File: src/rtl/alu_result_commit_pkg.sv
// alu_result_commit_pkg
// Shared definitions for the ALU result commit stage: datapath width,
// register index width, flag bit positions inside a CNZV nibble and the
// ARM condition-code encoding. No ports.
package alu_result_commit_pkg;

  localparam int WordWidth = 32;
  localparam int RegIdxW   = 4;
  localparam logic [3:0] BranchReg = 4'd15;

  // Flag bit positions inside {C,N,Z,V}
  localparam int FlagC = 3;
  localparam int FlagN = 2;
  localparam int FlagZ = 1;
  localparam int FlagV = 0;

  typedef enum logic [3:0] {
    COND_EQ = 4'd0,
    COND_NE = 4'd1,
    COND_CS = 4'd2,
    COND_CC = 4'd3,
    COND_MI = 4'd4,
    COND_PL = 4'd5,
    COND_VS = 4'd6,
    COND_VC = 4'd7,
    COND_HI = 4'd8,
    COND_LS = 4'd9,
    COND_GE = 4'd10,
    COND_LT = 4'd11,
    COND_GT = 4'd12,
    COND_LE = 4'd13,
    COND_AL = 4'd14,
    COND_NV = 4'd15
  } cond_t;

endpackage

File: src/rtl/alu_result_commit_if.sv
// alu_result_commit_if
// Result handshake between the ALU (master) and the commit stage (slave).
//   in_Valid      ALU result present this cycle (master -> slave)
//   out_Ready     commit stage can accept       (slave -> master)
//   in_Y          result data
//   in_CNZV       result flags {C,N,Z,V}
//   in_Writeback  result targets in_Rd
//   in_Set_cond   instruction updates the flags
//   in_Rd         destination register
//   in_Cond       ARM condition field
interface alu_result_commit_if
  import alu_result_commit_pkg::*;
#(
  parameter int DataWidth = WordWidth
);
  logic                 in_Valid;
  logic                 out_Ready;
  logic [DataWidth-1:0] in_Y;
  logic [3:0]           in_CNZV;
  logic                 in_Writeback;
  logic                 in_Set_cond;
  logic [RegIdxW-1:0]   in_Rd;
  logic [3:0]           in_Cond;

  modport master (
    output in_Valid, in_Y, in_CNZV, in_Writeback, in_Set_cond, in_Rd, in_Cond,
    input  out_Ready
  );

  modport slave (
    input  in_Valid, in_Y, in_CNZV, in_Writeback, in_Set_cond, in_Rd, in_Cond,
    output out_Ready
  );
endinterface

File: src/rtl/alu_result_commit_cond_check.sv
// alu_result_commit_cond_check
// Combinational ARM condition evaluator, reusable by the branch unit.
//   in_Cond   condition field
//   in_CNZV   flags {C,N,Z,V}
//   out_Pass  1 when the condition holds
module alu_result_commit_cond_check
  import alu_result_commit_pkg::*;
(
  input  logic [3:0] in_Cond,
  input  logic [3:0] in_CNZV,
  output logic       out_Pass
);

  logic c, n, z, v;

  assign c = in_CNZV[FlagC];
  assign n = in_CNZV[FlagN];
  assign z = in_CNZV[FlagZ];
  assign v = in_CNZV[FlagV];

  always_comb begin
    out_Pass = 1'b0;
    case (cond_t'(in_Cond))
      COND_EQ: out_Pass = z;
      COND_NE: out_Pass = !z;
      COND_CS: out_Pass = c;
      COND_CC: out_Pass = !c;
      COND_MI: out_Pass = n;
      COND_PL: out_Pass = !n;
      COND_VS: out_Pass = v;
      COND_VC: out_Pass = !v;
      COND_HI: out_Pass = c && !z;
      COND_LS: out_Pass = !c || z;
      COND_GE: out_Pass = (n == v);
      COND_LT: out_Pass = (n != v);
      COND_GT: out_Pass = !z && (n == v);
      COND_LE: out_Pass = z || (n != v);
      COND_AL: out_Pass = 1'b1;
      default: out_Pass = 1'b0;
    endcase
  end

endmodule

File: src/rtl/alu_result_commit.sv
// alu_result_commit
// Consumer end of the ALU: captures one result into S1, evaluates its
// condition against the architectural flags and commits it to the register
// file / flags one cycle after acceptance.
//   in_Clk, in_Reset           clock, synchronous active-high reset
//   alu                        result handshake (slave side)
//   in_Hold                    hazard unit freezes the commit stage
//   in_RaddrA/B, out_RdataA/B  two combinational read ports with bypass
//   out_CNZV                   architectural flags (feeds ALU in_CNZV)
//   out_Retire                 pulse per retired instruction
//   out_Branch, out_Branch_target  pulse + value on executed write to R15
//   out_Retired_count          wrapping retired-instruction counter
module alu_result_commit
  import alu_result_commit_pkg::*;
#(
  parameter int         DataWidth  = WordWidth,
  parameter int         NumRegs    = 16,
  parameter logic [3:0] ResetFlags = 4'b0000
)(
  input  logic                 in_Clk,
  input  logic                 in_Reset,
  alu_result_commit_if.slave   alu,
  input  logic                 in_Hold,
  input  logic [RegIdxW-1:0]   in_RaddrA,
  input  logic [RegIdxW-1:0]   in_RaddrB,
  output logic [DataWidth-1:0] out_RdataA,
  output logic [DataWidth-1:0] out_RdataB,
  output logic [3:0]           out_CNZV,
  output logic                 out_Retire,
  output logic                 out_Branch,
  output logic [DataWidth-1:0] out_Branch_target,
  output logic [31:0]          out_Retired_count
);

  logic                 s1_v;
  logic [DataWidth-1:0] s1_y;
  logic [3:0]           s1_cnzv;
  logic                 s1_wb;
  logic                 s1_sc;
  logic [RegIdxW-1:0]   s1_rd;
  logic [3:0]           s1_cond;

  logic [DataWidth-1:0] regs [NumRegs];

  logic accept;
  logic commit;
  logic pass;
  logic wr_en;
  logic flag_en;

  assign alu.out_Ready = !s1_v || !in_Hold;
  assign accept        = alu.in_Valid && alu.out_Ready;
  // Reset discards S1, so nothing commits (or bypasses) in a reset cycle.
  assign commit        = s1_v && !in_Hold && !in_Reset;
  assign wr_en         = commit && pass && s1_wb;
  assign flag_en       = commit && pass && s1_sc;

  alu_result_commit_cond_check u_cond_check (
    .in_Cond  (s1_cond),
    .in_CNZV  (out_CNZV),
    .out_Pass (pass)
  );

  // Same-cycle write forwarding so the operand stage sees the new value.
  assign out_RdataA = (wr_en && (s1_rd == in_RaddrA)) ? s1_y : regs[in_RaddrA];
  assign out_RdataB = (wr_en && (s1_rd == in_RaddrB)) ? s1_y : regs[in_RaddrB];

  always_ff @(posedge in_Clk) begin
    if (in_Reset) begin
      s1_v              <= 1'b0;
      s1_y              <= '0;
      s1_cnzv           <= '0;
      s1_wb             <= 1'b0;
      s1_sc             <= 1'b0;
      s1_rd             <= '0;
      s1_cond           <= '0;
      out_CNZV          <= ResetFlags;
      out_Retire        <= 1'b0;
      out_Branch        <= 1'b0;
      out_Branch_target <= '0;
      out_Retired_count <= '0;
      for (int i = 0; i < NumRegs; i++) begin
        regs[i] <= '0;
      end
    end else begin
      if (accept) begin
        s1_v    <= 1'b1;
        s1_y    <= alu.in_Y;
        s1_cnzv <= alu.in_CNZV;
        s1_wb   <= alu.in_Writeback;
        s1_sc   <= alu.in_Set_cond;
        s1_rd   <= alu.in_Rd;
        s1_cond <= alu.in_Cond;
      end else if (commit) begin
        s1_v <= 1'b0;
      end

      out_Retire <= commit;
      out_Branch <= wr_en && (s1_rd == BranchReg);

      if (commit) begin
        out_Retired_count <= out_Retired_count + 32'd1;
      end
      if (wr_en) begin
        regs[s1_rd] <= s1_y;
      end
      if (wr_en && (s1_rd == BranchReg)) begin
        out_Branch_target <= s1_y;
      end
      if (flag_en) begin
        out_CNZV <= s1_cnzv;
      end
    end
  end

endmodule

File: src/flat_wrapper.sv
// flat-port wrapper written by rule: the top's interface ports become plain ports
module alu_result_commit_flat import alu_result_commit_pkg::*;
#(
  parameter int         DataWidth  = WordWidth,
  parameter int         NumRegs    = 16,
  parameter logic [3:0] ResetFlags = 4'b0000
)
  (in_Clk, in_Reset, in_Hold, in_RaddrA, in_RaddrB, out_RdataA, out_RdataB, out_CNZV, out_Retire, out_Branch, out_Branch_target, out_Retired_count, alu_in_Valid, alu_in_Y, alu_in_CNZV, alu_in_Writeback, alu_in_Set_cond, alu_in_Rd, alu_in_Cond, alu_out_Ready);
  alu_result_commit_if #(.DataWidth(DataWidth)) alu_i ();
  input  logic in_Clk;
  input  logic in_Reset;
  input  logic in_Hold;
  input  logic [RegIdxW-1:0] in_RaddrA;
  input  logic [RegIdxW-1:0] in_RaddrB;
  output logic [DataWidth-1:0] out_RdataA;
  output logic [DataWidth-1:0] out_RdataB;
  output logic [3:0] out_CNZV;
  output logic out_Retire;
  output logic out_Branch;
  output logic [DataWidth-1:0] out_Branch_target;
  output logic [31:0] out_Retired_count;
  input wire logic [$bits(alu_i.in_Valid)-1:0] alu_in_Valid;
  input wire logic [$bits(alu_i.in_Y)-1:0] alu_in_Y;
  input wire logic [$bits(alu_i.in_CNZV)-1:0] alu_in_CNZV;
  input wire logic [$bits(alu_i.in_Writeback)-1:0] alu_in_Writeback;
  input wire logic [$bits(alu_i.in_Set_cond)-1:0] alu_in_Set_cond;
  input wire logic [$bits(alu_i.in_Rd)-1:0] alu_in_Rd;
  input wire logic [$bits(alu_i.in_Cond)-1:0] alu_in_Cond;
  output wire logic [$bits(alu_i.out_Ready)-1:0] alu_out_Ready;
  assign alu_i.in_Valid = alu_in_Valid;
  assign alu_i.in_Y = alu_in_Y;
  assign alu_i.in_CNZV = alu_in_CNZV;
  assign alu_i.in_Writeback = alu_in_Writeback;
  assign alu_i.in_Set_cond = alu_in_Set_cond;
  assign alu_i.in_Rd = alu_in_Rd;
  assign alu_i.in_Cond = alu_in_Cond;
  assign alu_out_Ready = alu_i.out_Ready;
  alu_result_commit #(.DataWidth(DataWidth), .NumRegs(NumRegs), .ResetFlags(ResetFlags)) u_core (.in_Clk(in_Clk), .in_Reset(in_Reset), .alu(alu_i), .in_Hold(in_Hold), .in_RaddrA(in_RaddrA), .in_RaddrB(in_RaddrB), .out_RdataA(out_RdataA), .out_RdataB(out_RdataB), .out_CNZV(out_CNZV), .out_Retire(out_Retire), .out_Branch(out_Branch), .out_Branch_target(out_Branch_target), .out_Retired_count(out_Retired_count));
endmodule
File: config.mk
export PLATFORM = sky130hd
export DESIGN_NAME = alu_result_commit_flat
export DESIGN_NICKNAME = d
export VERILOG_FILES = /design/src/rtl/alu_result_commit_pkg.sv /design/src/rtl/alu_result_commit_if.sv /design/src/rtl/alu_result_commit_cond_check.sv /design/src/rtl/alu_result_commit.sv /design/src/flat_wrapper.sv
export SDC_FILE = /design/constraint.sdc
export NUM_CORES = 1
export LEC_CHECK = 0
export ABC_AREA = 1
export ABC_CLOCK_PERIOD_IN_PS = 11740
export BUFFER_PORTS_ARGS = -buffer_cell sky130_fd_sc_hd__buf_2
export CELL_PAD_IN_SITES_DETAIL_PLACEMENT = 0
export CELL_PAD_IN_SITES_GLOBAL_PLACEMENT = 1
export CORE_MARGIN = 5
export CORE_UTILIZATION = 25
export DETAILED_ROUTE_END_ITERATION = 16
export HOLD_SLACK_MARGIN = 0.12
export PLACE_DENSITY_LB_ADDON = 0.1
export SYNTH_ARGS = -nofsm -noshare
export SYNTH_HDL_FRONTEND = slang
export SYNTH_SLANG_ARGS = --single-unit
File: constraint.sdc
create_clock -name in_Clk -period 11.74 [get_ports in_Clk]
set_input_delay 3.522 -clock in_Clk [delete_from_list [all_inputs] [get_ports in_Clk]]
set_output_delay 3.522 -clock in_Clk [all_outputs]
set_load 0.01 [all_outputs]
==> results of run 1 <==
how the worst max path moves through the flow:
stage / start / to / slack (ns)
floorplan: in_RaddrA[1] / out_RdataA[21] / 3.35
global placement: in_RaddrB[1] / out_RdataB[5] / 1.83
detailed placement: in_RaddrA[0] / out_RdataA[12] / 1.78
CTS: in_RaddrA[0] / out_RdataA[4] / 1.77
global route: in_RaddrA[0] / out_RdataA[4] / 1.53
finish: in_RaddrA[0] / out_RdataA[4] / 1.70
layer usage:
layer | global-route usage | wire, microns | up-vias
li1 | - | - | 13900
met1 | 0.299 | 72300 | 15000
met2 | 0.357 | 73600 | 820
met3 | 0.0276 | 6690 | 164
met4 | 0.0438 | 3100 | 2
met5 | 0 | 15 | -
cell type report:
class                           instances  area [sq um]  share of cell area
Clock buffer                          107          2240              0.0580
Inverter                              327          1230              0.0320
Antenna cell                            2          5.00            0.000130
Sequential cell                       629         17700               0.459
Tap cell                             1755          2200              0.0569
Timing Repair Buffer                  276          1670              0.0433
Multi-Input combinational cell       2582         13000               0.338
Clock inverter                         44           460              0.0119
flip-flops by register name, indices dropped and copies added (netlist names):
signal,count
u_core.out_Branch,1
u_core.out_Branch_target,32
u_core.out_CNZV,4
u_core.out_Retire,1
u_core.out_Retired_count,32
u_core.regs,512
u_core.s1_cnzv,4
u_core.s1_cond,4
u_core.s1_rd,4
u_core.s1_sc,1
u_core.s1_v,1
u_core.s1_wb,1
u_core.s1_y,32
cells by family (layout without fill, tap and decap cells):
kind of cell / count (synthesis) / count (layout) / share of synthesized area
xor gates and xnor gates: 13 / 13 / 0.00342
adders and majority gates: 1 / 1 / 0.000376
and+or+nand+nor: 1339 / 1339 / 0.182
buffers and inverters: 710 / 754 / 0.0824
AOI/OAI and AO/OA: 1229 / 1229 / 0.199
other: 0 / 2 / 0
DFF: 629 / 629 / 0.532
layout by cell type (no fill, tap or decap), types with 4 or more instances in the layout:
cell	Yosys	routed
nand2_4	1	10
xor2_1	10	10
clkbuf_16	0	84
buf_4	2	83
inv_2	4	9
o21ai_0	636	625
nand3_2	4	4
nand3_1	243	243
inv_1	287	282
edfxtp_1	512	512
o21ai_4	0	11
clkinv_1	36	53
o21ai_1	17	17
nor3_1	373	373
dfxtp_1	117	116
bufinv_16	0	10
a21oi_1	388	388
clkbuf_8	0	7
clkinv_2	0	10
nor2_1	308	307
nand4_4	3	5
nor4_1	4	4
nand2_1	345	335
nand4_1	47	47
o211ai_1	181	181
clkbuf_1	280	18
buf_2	52	186
worst max-delay path: cells and delay by family:
kind / cells / cell delay (ns)
buffers and inverters: 4 / 1.34
and+or+nand+nor: 4 / 1.17
AOI/OAI and AO/OA: 1 / 0.26
power groups by stage:
stage | clock [mW] | combinational [mW] | sequential, mW
6_report | 2.61 | 0.717 | 2.51
5_1_grt | 2.76 | 0.779 | 2.52
4_1_cts | 2.67 | 0.726 | 2.51
3_5_place_dp | 0 | 0.724 | 2.56
3_3_place_gp | 0 | 0.729 | 2.56
2_1_floorplan | 0 | 0.401 | 2.55
==> results.txt, run 1 <==
By count the netlist is led by o21ai_0 (636), edfxtp_1 (512), a21oi_1 (388). The total power density per cell area came out at 152 nW/um^2. The count of non-filler cells in the finished layout came out at 5722.

Counting every instance in the synthesized netlist gives 3921. In this design, the stage delay of the slowest critical-path cell is 0.66 ns. After synthesis, the cell types taking the most area are edfxtp_1 (46%), o21ai_0 (9.6%), dfxtp_1 (7.0%), a21oi_1 (5.8%), nor3_1 (5.6%). In this run the critical register-to-register path is launched from u_core.s1_v. The number of register bits inferred by synthesis came out at 629.

STA puts the critical path data arrival time at 6.52 ns. The post-route cell area came out at 38600 sq um. The cell depth of the worst flop-to-flop path is 9. The number of max-cap violations is 0. The number of max-slew violations in the final report is 0. Counting instances, the worst hold path has a depth of 2. The proportion of synthesized chip area in sequential cells came out at 0.532. The flow ran to the end, and the final reports show no timing, DRC or antenna violations.

Setup repair after global routing left no endpoint under its margin. The boundary pin count came out at 193. The most common cell in the netlist is o21ai_0. After detailed routing, the average wire length per cell comes to 27.2 microns.

The area growth from synthesis to final layout came out at 15.9%. Buffers inserted during clock tree synthesis total 82. The tree is rooted in a clkbuf_16. The placeable core area came out at 132000 sq um. VDD sags by at most 97.2 uV. The mapped netlist covers 33300 sq um. Of the cells placed in the final design, the portion with a size suffix greater than 1 is 0.111.

In this run the post-CTS setup repair buffer count came out at 0. The slack of the critical path came out at 1.70 ns. For this run, the number of Yosys warnings is 0. The worst register-to-register path ends at u_core.regs[12][14]. The number of filler instances in the final layout is 14200. The cell leakage power is 14.0 nW. The critical path data required time came out at 8.22 ns. The all-layer global routing usage came out at 0.214. The per-cell via count in the routed design came out at 5.22. For this design the total switching power over the nets is 1.64 mW.

TritonCTS built the clock tree. The number of DRC violations after detailed-routing iteration 0 came out at 2265. The post-route minimum period came out at 10.04 ns.

The initial antenna violation count came out at 5. The clock share of power came out at 0.447. The first-pass iteration count of the detailed router is 5. The synthesized design spends more area on one cell type than any other, namely edfxtp_1. The total of buffers placed on input and output ports came out at 192. The worst slack after detailed placement came out at 1.78 ns.

The register-to-register setup slack came out at 7.81 ns. The number of gates given a new drive strength after cts is 0. The first global-routing pass estimated 221000 microns of wire. The number of synthesized flops with an enable pin is 512.

The number of sinks on the clock net is 629. The placed instance area is 35900 sq um. The slowest stage cell on the critical path is nand4_4. The die outline width came out at 375 microns.

The remaining number of nets flagged by the antenna check after routing is 0. Hold is met by 0.457 ns. The net count after synthesis is 3980. Static timing analysis puts the maximum clock frequency at 99.6 MHz.

The initial cell density of the core came out at 0.252. The count of hold-fix buffers inserted at cts is 0. The slew at the pin closest to its max-slew limit is 1.24 ns. The final clock skew is 0.0125 ns. Measured on the finished design, the core utilization comes to 0.293.

The critical path is of the in -> out type. The number of failing hold endpoints at the final stage came out at 0. The part of the cycle the worst path needs came out at 0.855. The post-route total power is 5.84 mW.

The die is 375 microns tall. The endpoint of the worst hold path is u_core.s1_y[21]. Of all nets on the critical path, the largest fanout is 62. STA classifies the critical path endpoint as an output pin. Of the total power, the share spent switching nets is 0.281. The most used flip-flop cell after synthesis is edfxtp_1.

The number of global-route vias before repair was 29500. The internal portion of total power is 4.20 mW. The pin count of the biggest net entering global routing is 204.

The power share of the sequential group came out at 0.430. Each instance of the synthesized netlist takes up on average 8.49 sq um. The weighted congestion at the end of routability-driven global placement is 0.766.

The detailed placement HPWL is 87100 microns. The count of placed standard cells including taps came out at 5569. The worst-case headroom to the max-slew limit is 0.168. The routed layout has 29900 vias. The H-tree generated during clock tree synthesis spans 3 levels. The relative contribution of combinational cells to total power came out at 0.123. The count of final setup violators came out at 0.

The die area came out at 140000 sq um. In this run the most critical hold path is launched from u_core.s1_y[21]. In the final timing run, aggregate negative setup slack is 0 ns. The async set or reset register ratio after synthesis came out at 0. The share of synthesized area in the top cell type comes to 0.462.

The floorplan row count came out at 133. The overall routed net length came out at 156000 microns. The DRC violations left is 0.

Walking the worst path, the cells encountered are buf_8 > inv_4 > nand2_1 > nand4_1 > nor3_1 > nand4_4 > buf_4 > o21ai_0 > buf_2. The class of the tightest hold or removal check is reg -> reg. The launching element type of the critical path is an input pin.

The clock-pin slew on the worst setup and hold paths is 0.06 ns. The distinct cell type count after synthesis is 36. The clock passes through at most 3 buffers. The sum of overflow across all layers after global routing is 0. The net count of the finished layout is 3957. At the later pin of the worst-skew pair, clock insertion delay measures 0.65 ns.
Power figures use the tool's default switching activity.
==> run 2, diff against run 1 <==
Settings changed: CELL_PAD_IN_SITES_DETAIL_PLACEMENT 0 to 1, CELL_PAD_IN_SITES_GLOBAL_PLACEMENT 1 to 2, CORE_ASPECT_RATIO set to 1.5, CORE_UTILIZATION 25 to 31.
==> run 2 against run 1 <==
Fmax is 0.24% higher; flip-flop and latch count stayed put; power is 5.5% lower; critical path type unchanged; largest power group is now sequential cells.
==> results.txt, run 2 (same netlist as run 1, synthesis figures left out) <==
Run status: finished clean (unchanged). The pin count of the biggest net entering global routing was 211 (was 204). The placed instance area came out at 35400 sq um (was 35900 sq um). The per-cell via count in the routed design came out at 5.70 (was 5.22). The setup TNS came out at 0 ns (unchanged). The number of failing hold endpoints at the final stage was 0 (unchanged). The capturing element type of the critical path is an output pin (unchanged). The net count reported at finish is 3941 (was 3957). The post-route cell area is 37700 sq um (was 38600 sq um). The number of filler instances in the final layout came out at 12400 (was 14200).

The worst slack after detailed placement came out at 1.75 ns (was 1.78 ns). The critical path data required time is 8.22 ns (about the same). The kind of critical path is in -> out (unchanged). The number of max-cap violations came out at 0 (unchanged).

The area growth from synthesis to final layout came out at 13.3% (was 15.9%). The boundary pin count was 193 (unchanged). The final routed wire length divided by cell count came out at 28.9 microns (was 27.2 microns).

The cell depth of the worst flop-to-flop path came out at 5 (was 9). The total of buffers placed on input and output ports came out at 192 (unchanged). The first-pass GRT wire length is 222000 microns (was 221000 microns). Highest-count cells in the layout ignoring fill and taps: o21ai_0 (625), edfxtp_1 (512), a21oi_1 (388), nor3_1 (373), nand2_1 (335) (unchanged). The source-to-sink clock delay at the later pin of the worst-skew pair is 0.66 ns (was 0.65 ns). The number of buffers inserted to repair setup after CTS was 0 (unchanged). The die area is 114000 sq um (was 140000 sq um). The count of non-filler cells in the finished layout came out at 5357 (was 5722). The utilization after layout came out at 0.353 (was 0.293).

The slack of the critical path was 1.72 ns (was 1.70 ns). The count of placed standard cells including taps came out at 5223 (was 5569). The post-route minimum period came out at 10.02 ns (was 10.04 ns).

The weighted congestion at the end of routability-driven global placement came out at 0.771 (was 0.766). The final clock skew was 0.0177 ns (was 0.0125 ns). The part of the cycle the worst path needs came out at 0.853 (was 0.855). The maximum achievable frequency came to 99.8 MHz (was 99.6 MHz). The remaining number of nets flagged by the antenna check after routing came to 0 (unchanged). The slew at the pin closest to its max-slew limit came to 1.15 ns (was 1.24 ns).

The initial antenna violation count came out at 6 (was 5). The sum of overflow across all layers after global routing is 0 (unchanged). The initial cell density of the core is 0.311 (was 0.252). The cell leakage power is 13.8 nW (was 14.0 nW). The floorplan die height came out at 411 microns (was 375 microns).

The post-route total power is 5.52 mW (was 5.84 mW). The count of hold-fix buffers inserted at cts came to 0 (unchanged). The largest register by flop count was u_core.regs (unchanged). The overall routed net length came out at 155000 microns (was 156000 microns). The worst-case headroom to the max-slew limit is 0.226 (was 0.168). The total power density per cell area is 146 nW/um^2 (was 152 nW/um^2). The number of DRC violations after detailed-routing iteration 0 is 2337 (was 2265). The number of sinks on the clock net came out at 629 (unchanged). The maximum count of clock buffers along a single path was 3 (unchanged). The class of the tightest hold or removal check is reg -> reg (unchanged). The final hold slack is 0.457 ns (about the same). The clock-pin slew on the worst setup and hold paths is 0.06 ns (about the same).

The count of final setup violators is 0 (unchanged). The detailed placement HPWL is 87900 microns (was 87100 microns). The number of gates given a new drive strength after cts is 0 (unchanged). The first-pass iteration count of the detailed router came to 5 (unchanged). The number of global-route vias before repair is 31500 (was 29500). The number of max-slew violations in the final report is 0 (unchanged). The placeable core area came out at 107000 sq um (was 132000 sq um).

The clock tree from TritonCTS was done (unchanged). The arrival time at the worst endpoint came to 6.49 ns (was 6.52 ns). RSZ-0062 raised after global routing: false (unchanged). The most frequent standard cell in the layout excluding fill and tap cells is o21ai_0 (unchanged). The largest fanout on the critical path is 42 (was 62).

The floorplan row count came out at 147 (was 133). The number of flip-flops in the largest register is 512 (unchanged). The detailed-route via count is 30500 (was 29900). The buffer type at the clock tree root is clkbuf_16 (unchanged). The die outline width came to 278 microns (was 375 microns). The fraction of final layout cells with drive strength greater than 1 was 0.107 (was 0.111). The DRC violations left came out at 0 (unchanged). The launching element type of the critical path is an input pin (unchanged). The all-layer global routing usage is 0.263 (was 0.214).

The hold path depth was 2 (unchanged). The depth of the CTS H-tree came out at 3 (unchanged). The number of buffers created by CTS is 72 (was 82). The worst supply voltage drop on vdd is 88.0 uV (was 97.2 uV).
run 2: cell types whose count changed in the layout (fill, tap and decap cells not counted), sizes merged:
cell,previous run,this run
clkinv,64,57
clkinvlp,0,1
buf,274,269
clkbuf,109,103
inv,297,295
bufinv,10,4
run 2: power by group:
part	switching, mW	internal (mW)
logic	0.542	0.162
clock network	0.998	1.31
registers	0.0381	2.48
total	1.58	3.94
run 2: worst max-delay path, cell delays in order:
cell and delay, ns:
buf_4 0.56, xor2_1 0.13, nor3_1 0.33, nand4_4 0.51, buf_4 0.53, o21ai_0 0.62
buf_2 0.25
run 2: worst paths after layout:
check	start	endpoint	slack, ns
worst max-delay path	in_RaddrB[2]	out_RdataB[10]	1.72
worst min-delay path	u_core.s1_y[21]	u_core.s1_y[21]	0.46
worst max register to register	u_core.s1_wb	u_core.regs[10][23]	7.47
worst min register to register	u_core.s1_y[21]	u_core.s1_y[21]	0.46
run 2: area by class of cell:
type                    count  area, sq um  area share
inverters                 327         1230      0.0327
multi-input cells        2582        13000       0.346
repair buffers            270         1640      0.0434
diodes                      2         5.00    0.000133
well taps                1415         1770      0.0469
clock buffers             102         2050      0.0543
flip-flops and latches    629        17700       0.470
clock inverters            30          254     0.00674
run 2: metal layers:
metal  GRT usage  part of all wire  up-vias
li1            -                 -    13800
met1       0.337              0.42    15700
met2       0.467              0.50      839
met3      0.0266             0.043      219
met4      0.0856             0.034        6
met5           0           0.00027        -
